==> src/rtl/perceptron_weight_bank_if.sv <==
// perceptron_weight_bank_if
//   Bundles the training handshake, direct-load port and the weight/bias
//   outputs of perceptron_weight_bank.
//   master : drives the training sample and load requests, observes state
//   slave  : the weight bank itself
//   Signals:
//     train_valid/train_ready  training handshake (accept = valid & ready)
//     x, expected_y, y, learning_rate  training sample
//     load_en/load_addr/load_data      direct register write (addr N = bias)
//     weights, bias                    current register contents
//     busy, done, sat                  engine status
interface perceptron_weight_bank_if #(
  parameter int N  = 8,
  parameter int W  = 16,
  parameter int AW = $clog2(N + 1)
) ();
  logic              train_valid;
  logic              train_ready;
  logic [N-1:0]      x;
  logic [W-1:0]      expected_y;
  logic [W-1:0]      y;
  logic [W-1:0]      learning_rate;
  logic              load_en;
  logic [AW-1:0]     load_addr;
  logic [W-1:0]      load_data;
  logic [W*N-1:0]    weights;
  logic [W-1:0]      bias;
  logic              busy;
  logic              done;
  logic              sat;

  modport master (
    output train_valid, x, expected_y, y, learning_rate,
    output load_en, load_addr, load_data,
    input  train_ready, weights, bias, busy, done, sat
  );

  modport slave (
    input  train_valid, x, expected_y, y, learning_rate,
    input  load_en, load_addr, load_data,
    output train_ready, weights, bias, busy, done, sat
  );
endinterface

==> src/rtl/perceptron_weight_bank.sv <==
// perceptron_weight_bank
//   Weight/bias store and sequential perceptron training engine. One accepted
//   sample produces adj = sat((expected_y - y) * learning_rate >>> FRAC),
//   then adds adj to each weight whose input bit is set (one per cycle) and
//   finally to the bias, all with saturating arithmetic.
//   Ports:
//     clk  rising-edge clock
//     rst  synchronous active-high reset
//     bus  perceptron_weight_bank_if.slave (handshake, load port, outputs)
//
//   state    | meaning
//   ---------+-------------------------------------------------------------
//   S_IDLE   | ready for a sample; direct loads are applied here only
//   S_CALC   | compute and register the saturated adjustment
//   S_UPDATE | walk weights 0..N-1, adding adj where x[index] is set
//   S_BIAS   | add adj to the bias
//   S_DONE   | one-cycle completion pulse
module perceptron_weight_bank #(
  parameter int N    = 8,
  parameter int W    = 16,
  parameter int FRAC = 8,
  parameter int AW   = $clog2(N + 1)
) (
  input  logic                     clk,
  input  logic                     rst,
  perceptron_weight_bank_if.slave  bus
);

  localparam int IW = (N > 1) ? $clog2(N) : 1;
  localparam logic [AW-1:0] ADDR_BIAS = AW'(N);
  localparam logic [IW-1:0] IDX_LAST  = IW'(N - 1);

  typedef enum logic [2:0] {
    S_IDLE,
    S_CALC,
    S_UPDATE,
    S_BIAS,
    S_DONE
  } state_t;

  state_t          r_state;
  state_t          w_next_state;

  logic [N-1:0]    r_x;
  logic [W-1:0]    r_ey;
  logic [W-1:0]    r_y;
  logic [W-1:0]    r_lr;
  logic [W-1:0]    r_adj;
  logic [IW-1:0]   r_idx;
  logic [W-1:0]    r_weights [N];
  logic [W-1:0]    r_bias;
  logic            r_sat;

  logic            w_accept;
  logic [W:0]      w_delta;
  logic [2*W:0]    w_delta_x;
  logic [2*W:0]    w_lr_x;
  logic [2*W:0]    w_prod;
  logic [2*W:0]    w_shift;
  logic [W:0]      w_hi;
  logic            w_adj_ovf;
  logic [W-1:0]    w_adj;
  logic [W:0]      w_wsum;
  logic [W:0]      w_bsum;

  // Returns {overflow, clamped sum} of two W-bit signed values.
  function automatic logic [W:0] sat_add(input logic [W-1:0] a, input logic [W-1:0] b);
    logic [W:0] sum;
    sum = {a[W-1], a} + {b[W-1], b};
    if (sum[W] != sum[W-1]) begin
      return {1'b1, sum[W], {(W-1){~sum[W]}}};
    end
    return {1'b0, sum[W-1:0]};
  endfunction

  assign w_accept = bus.train_valid && (r_state == S_IDLE);

  // Operands are explicitly sign-extended to the full product width so the
  // truncated multiply is exact for every signed input combination.
  always_comb begin
    w_delta   = {r_ey[W-1], r_ey} - {r_y[W-1], r_y};
    w_delta_x = {{W{w_delta[W]}}, w_delta};
    w_lr_x    = {{(W+1){r_lr[W-1]}}, r_lr};
    w_prod    = w_delta_x * w_lr_x;
    w_shift   = $unsigned($signed(w_prod) >>> FRAC);
    // In range only when every bit from the sign down to bit W-1 agrees.
    w_hi      = w_shift[2*W:W-1];
    w_adj_ovf = !((&w_hi) || !(|w_hi));
    if (w_adj_ovf) begin
      w_adj = {w_shift[2*W], {(W-1){~w_shift[2*W]}}};
    end else begin
      w_adj = w_shift[W-1:0];
    end
    w_wsum = sat_add(r_weights[r_idx], r_adj);
    w_bsum = sat_add(r_bias, r_adj);
  end

  always_comb begin
    w_next_state = r_state;
    case (r_state)
      S_IDLE:   if (w_accept) w_next_state = S_CALC;
      S_CALC:   w_next_state = (w_adj == '0) ? S_DONE : S_UPDATE;
      S_UPDATE: if (r_idx == IDX_LAST) w_next_state = S_BIAS;
      S_BIAS:   w_next_state = S_DONE;
      S_DONE:   w_next_state = S_IDLE;
      default:  w_next_state = S_IDLE;
    endcase
  end

  always_ff @(posedge clk) begin
    if (rst) begin
      r_state <= S_IDLE;
      r_x     <= '0;
      r_ey    <= '0;
      r_y     <= '0;
      r_lr    <= '0;
      r_adj   <= '0;
      r_idx   <= '0;
      r_bias  <= '0;
      r_sat   <= 1'b0;
      for (int i = 0; i < N; i++) begin
        r_weights[i] <= '0;
      end
    end else begin
      r_state <= w_next_state;
      case (r_state)
        S_IDLE: begin
          if (w_accept) begin
            r_x   <= bus.x;
            r_ey  <= bus.expected_y;
            r_y   <= bus.y;
            r_lr  <= bus.learning_rate;
            r_sat <= 1'b0;
          end else if (bus.load_en) begin
            // Addresses above the bias slot are silently dropped.
            if (bus.load_addr < ADDR_BIAS) begin
              r_weights[bus.load_addr[IW-1:0]] <= bus.load_data;
            end else if (bus.load_addr == ADDR_BIAS) begin
              r_bias <= bus.load_data;
            end
          end
        end
        S_CALC: begin
          r_adj <= w_adj;
          r_sat <= w_adj_ovf;
          r_idx <= '0;
        end
        S_UPDATE: begin
          if (r_x[r_idx]) begin
            r_weights[r_idx] <= w_wsum[W-1:0];
            if (w_wsum[W]) r_sat <= 1'b1;
          end
          r_idx <= r_idx + 1'b1;
        end
        S_BIAS: begin
          r_bias <= w_bsum[W-1:0];
          if (w_bsum[W]) r_sat <= 1'b1;
        end
        default: ;
      endcase
    end
  end

  for (genvar g = 0; g < N; g++) begin : g_wout
    assign bus.weights[W*g +: W] = r_weights[g];
  end

  assign bus.bias        = r_bias;
  assign bus.sat         = r_sat;
  assign bus.busy        = (r_state != S_IDLE);
  assign bus.train_ready = (r_state == S_IDLE);
  assign bus.done        = (r_state == S_DONE);

endmodule

==> src/flat_wrapper.sv <==
// flat-port wrapper written by rule: the top's interface ports become plain ports
module perceptron_weight_bank_flat 
#(
  parameter int N    = 8,
  parameter int W    = 16,
  parameter int FRAC = 8,
  parameter int AW   = $clog2(N + 1)
)
  (clk, rst, bus_train_valid, bus_x, bus_expected_y, bus_y, bus_learning_rate, bus_load_en, bus_load_addr, bus_load_data, bus_train_ready, bus_weights, bus_bias, bus_busy, bus_done, bus_sat);
  perceptron_weight_bank_if #(.N(N), .W(W), .AW(AW)) bus_i ();
  input  logic clk;
  input  logic rst;
  input wire logic [$bits(bus_i.train_valid)-1:0] bus_train_valid;
  input wire logic [$bits(bus_i.x)-1:0] bus_x;
  input wire logic [$bits(bus_i.expected_y)-1:0] bus_expected_y;
  input wire logic [$bits(bus_i.y)-1:0] bus_y;
  input wire logic [$bits(bus_i.learning_rate)-1:0] bus_learning_rate;
  input wire logic [$bits(bus_i.load_en)-1:0] bus_load_en;
  input wire logic [$bits(bus_i.load_addr)-1:0] bus_load_addr;
  input wire logic [$bits(bus_i.load_data)-1:0] bus_load_data;
  output wire logic [$bits(bus_i.train_ready)-1:0] bus_train_ready;
  output wire logic [$bits(bus_i.weights)-1:0] bus_weights;
  output wire logic [$bits(bus_i.bias)-1:0] bus_bias;
  output wire logic [$bits(bus_i.busy)-1:0] bus_busy;
  output wire logic [$bits(bus_i.done)-1:0] bus_done;
  output wire logic [$bits(bus_i.sat)-1:0] bus_sat;
  assign bus_i.train_valid = bus_train_valid;
  assign bus_i.x = bus_x;
  assign bus_i.expected_y = bus_expected_y;
  assign bus_i.y = bus_y;
  assign bus_i.learning_rate = bus_learning_rate;
  assign bus_i.load_en = bus_load_en;
  assign bus_i.load_addr = bus_load_addr;
  assign bus_i.load_data = bus_load_data;
  assign bus_train_ready = bus_i.train_ready;
  assign bus_weights = bus_i.weights;
  assign bus_bias = bus_i.bias;
  assign bus_busy = bus_i.busy;
  assign bus_done = bus_i.done;
  assign bus_sat = bus_i.sat;
  perceptron_weight_bank #(.N(N), .W(W), .FRAC(FRAC), .AW(AW)) u_core (.clk(clk), .rst(rst), .bus(bus_i));
endmodule
==> config.mk <==
export PLATFORM = sky130hd
export DESIGN_NAME = perceptron_weight_bank_flat
export DESIGN_NICKNAME = d
export VERILOG_FILES = /design/src/rtl/perceptron_weight_bank_if.sv /design/src/rtl/perceptron_weight_bank.sv /design/src/flat_wrapper.sv
export SDC_FILE = /design/constraint.sdc
export NUM_CORES = 1
export LEC_CHECK = 0
export BUFFER_PORTS_ARGS = -buffer_cell sky130_fd_sc_hd__buf_2
export CAP_MARGIN = 20
export CORE_MARGIN = 2
export CORE_UTILIZATION = 57
export CTS_BUF_LIST = sky130_fd_sc_hd__clkbuf_8
export CTS_CLUSTER_SIZE = 20
export DETAILED_ROUTE_END_ITERATION = 8
export PLACE_DENSITY = 0.8
export RECOVER_POWER = 100
export SETUP_SLACK_MARGIN = 0.5
export SLEW_MARGIN = 40
export SYNTH_ARGS = -nofsm -noshare
export SYNTH_HDL_FRONTEND = slang
export SYNTH_SLANG_ARGS = --single-unit
export TNS_END_PERCENT = 10
==> constraint.sdc <==
create_clock -name clk -period 8.4 [get_ports clk]
set_clock_uncertainty 0.2 [all_clocks]
set_input_delay 1.26 -clock clk [delete_from_list [all_inputs] [get_ports clk]]
set_output_delay 1.26 -clock clk [all_outputs]
set_load 0.02 [all_outputs]
==> results.md <==
- CTS Buf Count: 36
- Final hold slack: 0.2538 ns
- Final hold violation count: 0
- Critical path required time: 8.64 ns
- Routed vias: 19820
- First-pass GRT wire length: 102400 um
- Filler Cell Count: 3084
- Failing checks: max-capacitance violations, max-slew violations, negative setup slack
- Detailed Route Iter0 Violations: 1764
- Status: complete, but fails checks
- Number of distinct library cells after synthesis: 75
- Synth Warn #: 0
- Tot GR Track Use: 0.3075
- CP delay by family, top: adder cells
- R2R Path Start: u_core.r_y[1]$_SDFFE_PP0P_
- Maximum fanout along the worst path: 13
- Adder-cell share of the synthesized area: 0.3084
- Post-synthesis xor/xnor area fraction: 0.02471
- Reg-to-Reg End: u_core.r_adj[4]$_SDFFE_PP0N_
- Rows: 73
- Avg WL per Cell: 19.31 um
- Setup violators final: 18
- Total congestion overflow: 0
- Buffer and inverter count on the worst path: 5
- Number of synthesized flops with an enable pin: 128
- Top FF cell, synth: edfxtp_1
- Largest family of logic cells by synthesized area: adder cells
- Max-Cap Viols: 2
- Max VDD drop: 331.3 uV
- IO Pins: 228
- Clock Pin Slew Worst Setup and Hold Paths: 0.06 ns
- Reg2Reg Setup Slack: -0.26 ns
- Vias per Instance: 5.867
- Post-route setup TNS: -4.021 ns
- Crit path depth: 33
- Cell area after synthesis: 23030 um^2
- R2r worst-path depth: 33
- DP Wirelength: 50570 um
- CTS tree: done
- WL final: 65240 um
- Chip Height: 205.0 um
- Seq cells post-synth: 226
- Initial antenna violation count: 4
- Critical path class: reg2reg
- P&R area growth vs syn: 17.03%
- Non-Filler Instances: 3378
- Synthesized instance count: 2513
- Routed Antenna Nets: 0
- Max_slew headroom: -0.2426
- Clock sink count: 226
- Die width: 205.0 um
- Final Critical Period: 8.657 ns
- Cell Pwr Density: 357.5 nW/um^2
- Slew @ Worst Pin: 1.859 ns
- Die area: 42040 um^2
- Seq/Total Area, Yosys: 0.2520
- Post-synthesis net count: 2996
- Worst setup path endpoint: u_core.r_adj[4]$_SDFFE_PP0N_
- Clock Tree Buf Depth: 3
- Compound-Gate Fraction of Synth Area: 0.1127
- Min-delay src: u_core.r_y[10]$_SDFFE_PP0P_
- Pin count of the biggest net entering global routing: 103
- DRC errors left: 0
- Mux share of post-synthesis cell area: 0.04427
- Worst setup margin: -0.2572 ns
- Unrepaired setup endpoints after global routing: true
- Port Buf Inserts: 227
- Number of global-route vias before repair: 20320
- Htree depth: 2
- Critical-path top delay cell: fa_1
- Crit path from: u_core.r_y[1]$_SDFFE_PP0P_
- Synth async-reset ratio: 0
- Share of cells above drive strength 1: 0.1737
- DP Cell Count: 3285
- CP arrival: 8.89 ns
- Crit start category: flip-flop
- Pre-CTS WS: -0.5494 ns
- Finished Core Util: 0.6770
- Core area: 39820 um^2
- F_max: 115.5 MHz
- Worst skew pair latency: 0.59 ns
- Hold/Removal Path Class: reg2reg
- Syn_area_per_cell: 9.166 um^2
- CP most frequent cell: fa_1
- Final Cycle Share: 1.031
- Final #Nets: 3309
- DRT Pass-1 Iters: 5
- CP endpoint kind: flip-flop
- Post-Synth Simple-Gate Area: 0.1773
- Critical Path Max Stage Delay: 0.54 ns
- Max Slew Vio Count: 57
- Hold-fix buffers, CTS: 0
- CTS root buffer: clkbuf_8
- Pleak: 0.01202 uW
- Starting Density: 0.5784
- GP Congestion: 0.9519
final cells by class:
| class | instances | area, um^2 | area share |
|---|---|---|---|
| Inverter | 349 | 1310 | 0.04859 |
| Timing Repair Buffer | 418 | 2470 | 0.09162 |
| Sequential cell | 226 | 5818 | 0.2158 |
| Clock buffer | 38 | 523.0 | 0.01940 |
| Tap cell | 525 | 656.9 | 0.02437 |
| Multi-Input combinational cell | 1795 | 16010 | 0.5939 |
| Clock inverter | 23 | 160.2 | 0.005941 |
| Antenna cell | 4 | 10.01 | 0.0003713 |
stage by stage:
| stage | instance area [um^2] | total power (uW) |
|---|---|---|
| 2_1_floorplan | 23370 | 5873 |
| 3_3_place_gp | 25840 | 8022 |
| 3_5_place_dp | 25930 | 8244 |
| 4_1_cts | 27040 | 9522 |
| 5_1_grt | 26960 | 10520 |
| 6_report | 26960 | 9638 |
where the power goes:
group | leakage, uW | total, uW | internal [uW] | switching (uW)
Sequential | 0.00213 | 1340 | 1240 | 101
Combinational | 0.00949 | 7370 | 3500 | 3870
Clock | 0.000399 | 933 | 483 | 450
Total | 0.0120 | 9640 | 5220 | 4420
sequential cells by signal, indices dropped and copies added, names as in the netlist, named ones only:
register and flops:
u_core.bus.bias 16, u_core.r_weights 128, u_core.r_lr 16, u_core.r_x 8, u_core.r_ey 16, u_core.r_y 16
u_core.r_adj 16, u_core.r_state 3, u_core.bus.sat 1, u_core.r_idx 3
cell usage in the layout, fill, tap and decap left out, types with 31 or more instances in the layout:
cell	count
fa_1	262
ha_1	119
nor2b_1	31
nand2_1	333
and3_1	33
o21ai_0	47
clkbuf_1	151
buf_4	176
a21oi_1	106
nor2_1	205
clkbuf_8	38
nor3_1	34
inv_1	353
and2_1	98
nand3_1	49
dfxtp_1	88
edfxtp_1	128
buf_2	79
mux4_2	34
xnor2_1	41
a211oi_1	31
synthesized netlist by cell type, types with 9 or more instances:
library cell | n | area [um^2]
and3_1 | 34 | 212.7
a311oi_1 | 15 | 131.4
o21bai_1 | 11 | 82.58
edfxtp_1 | 128 | 3844
o311ai_0 | 10 | 87.58
xnor2_1 | 47 | 411.6
nor2b_1 | 34 | 212.7
o221ai_1 | 9 | 78.83
o31ai_1 | 13 | 97.59
mux2_2 | 19 | 214.0
fa_1 | 272 | 5445
nand4_1 | 10 | 62.56
a211oi_1 | 36 | 270.3
ha_1 | 131 | 1639
dfxtp_1 | 98 | 1962
xor2_1 | 18 | 157.7
a22oi_1 | 9 | 67.56
o21a_1 | 14 | 105.1
a21o_1 | 22 | 165.2
nor3_1 | 35 | 175.2
mux4_2 | 34 | 765.7
a31oi_1 | 22 | 137.6
inv_1 | 347 | 1303
o21ai_0 | 53 | 265.3
nand2b_1 | 30 | 187.7
o22ai_1 | 10 | 62.56
nand2_1 | 337 | 1265
nor2_1 | 207 | 777.0
clkbuf_1 | 134 | 503.0
a21oi_1 | 113 | 565.5
nand3_1 | 50 | 250.2
and2_1 | 101 | 631.9
repair_timing:
action,in CTS,in global routing
endpoints found under the setup margin,19,19
buffers inserted,24,1
pin swaps,62,14
gates cloned,2,0
resized for setup,49,24
metal layers:
metal  part of all wire  up-vias  routed length [um]  track usage
li1                   -     8944                   -            -
met1               0.38     9618               24560       0.3746
met2               0.50     1008               32420       0.5391
met3              0.076      250                4976      0.04263
met4              0.050        0                3280       0.1452
met5                  0        -                   0            0
cells by family after synthesis:
logic type                 Yosys count
adders and majority gates          405
DFF                                226
buffers and inverters              493
muxes                               57
xor gates and xnor gates            65
AOI/OAI and AO/OA                  391
and+or+nand+nor                    876
how the worst min path moves through the flow:
| stage | to | slack (ns) | depth (start not counted) |
|---|---|---|---|
| global route | u_core.r_y[11]$_SDFFE_PP0P_ | 0.27 | 2 |
| finish | u_core.r_y[10]$_SDFFE_PP0P_ | 0.25 | 2 |
| detailed placement | u_core.r_x[6]$_SDFFE_PP0P_ | 0.25 | 2 |
| floorplan | u_core.r_x[2]$_SDFFE_PP0P_ | 0.23 | 2 |
| global placement | u_core.r_x[4]$_SDFFE_PP0P_ | 0.24 | 2 |
| CTS | u_core.r_y[10]$_SDFFE_PP0P_ | 0.26 | 2 |
tightest hold or removal path: cells and delay by family, from the launching register on:
family	cells	cell delay, ns
simple gates	1	0.05
flops	1	0.31
compound gates	1	0.05
No activity file was read; power rests on OpenSTA's default activity.
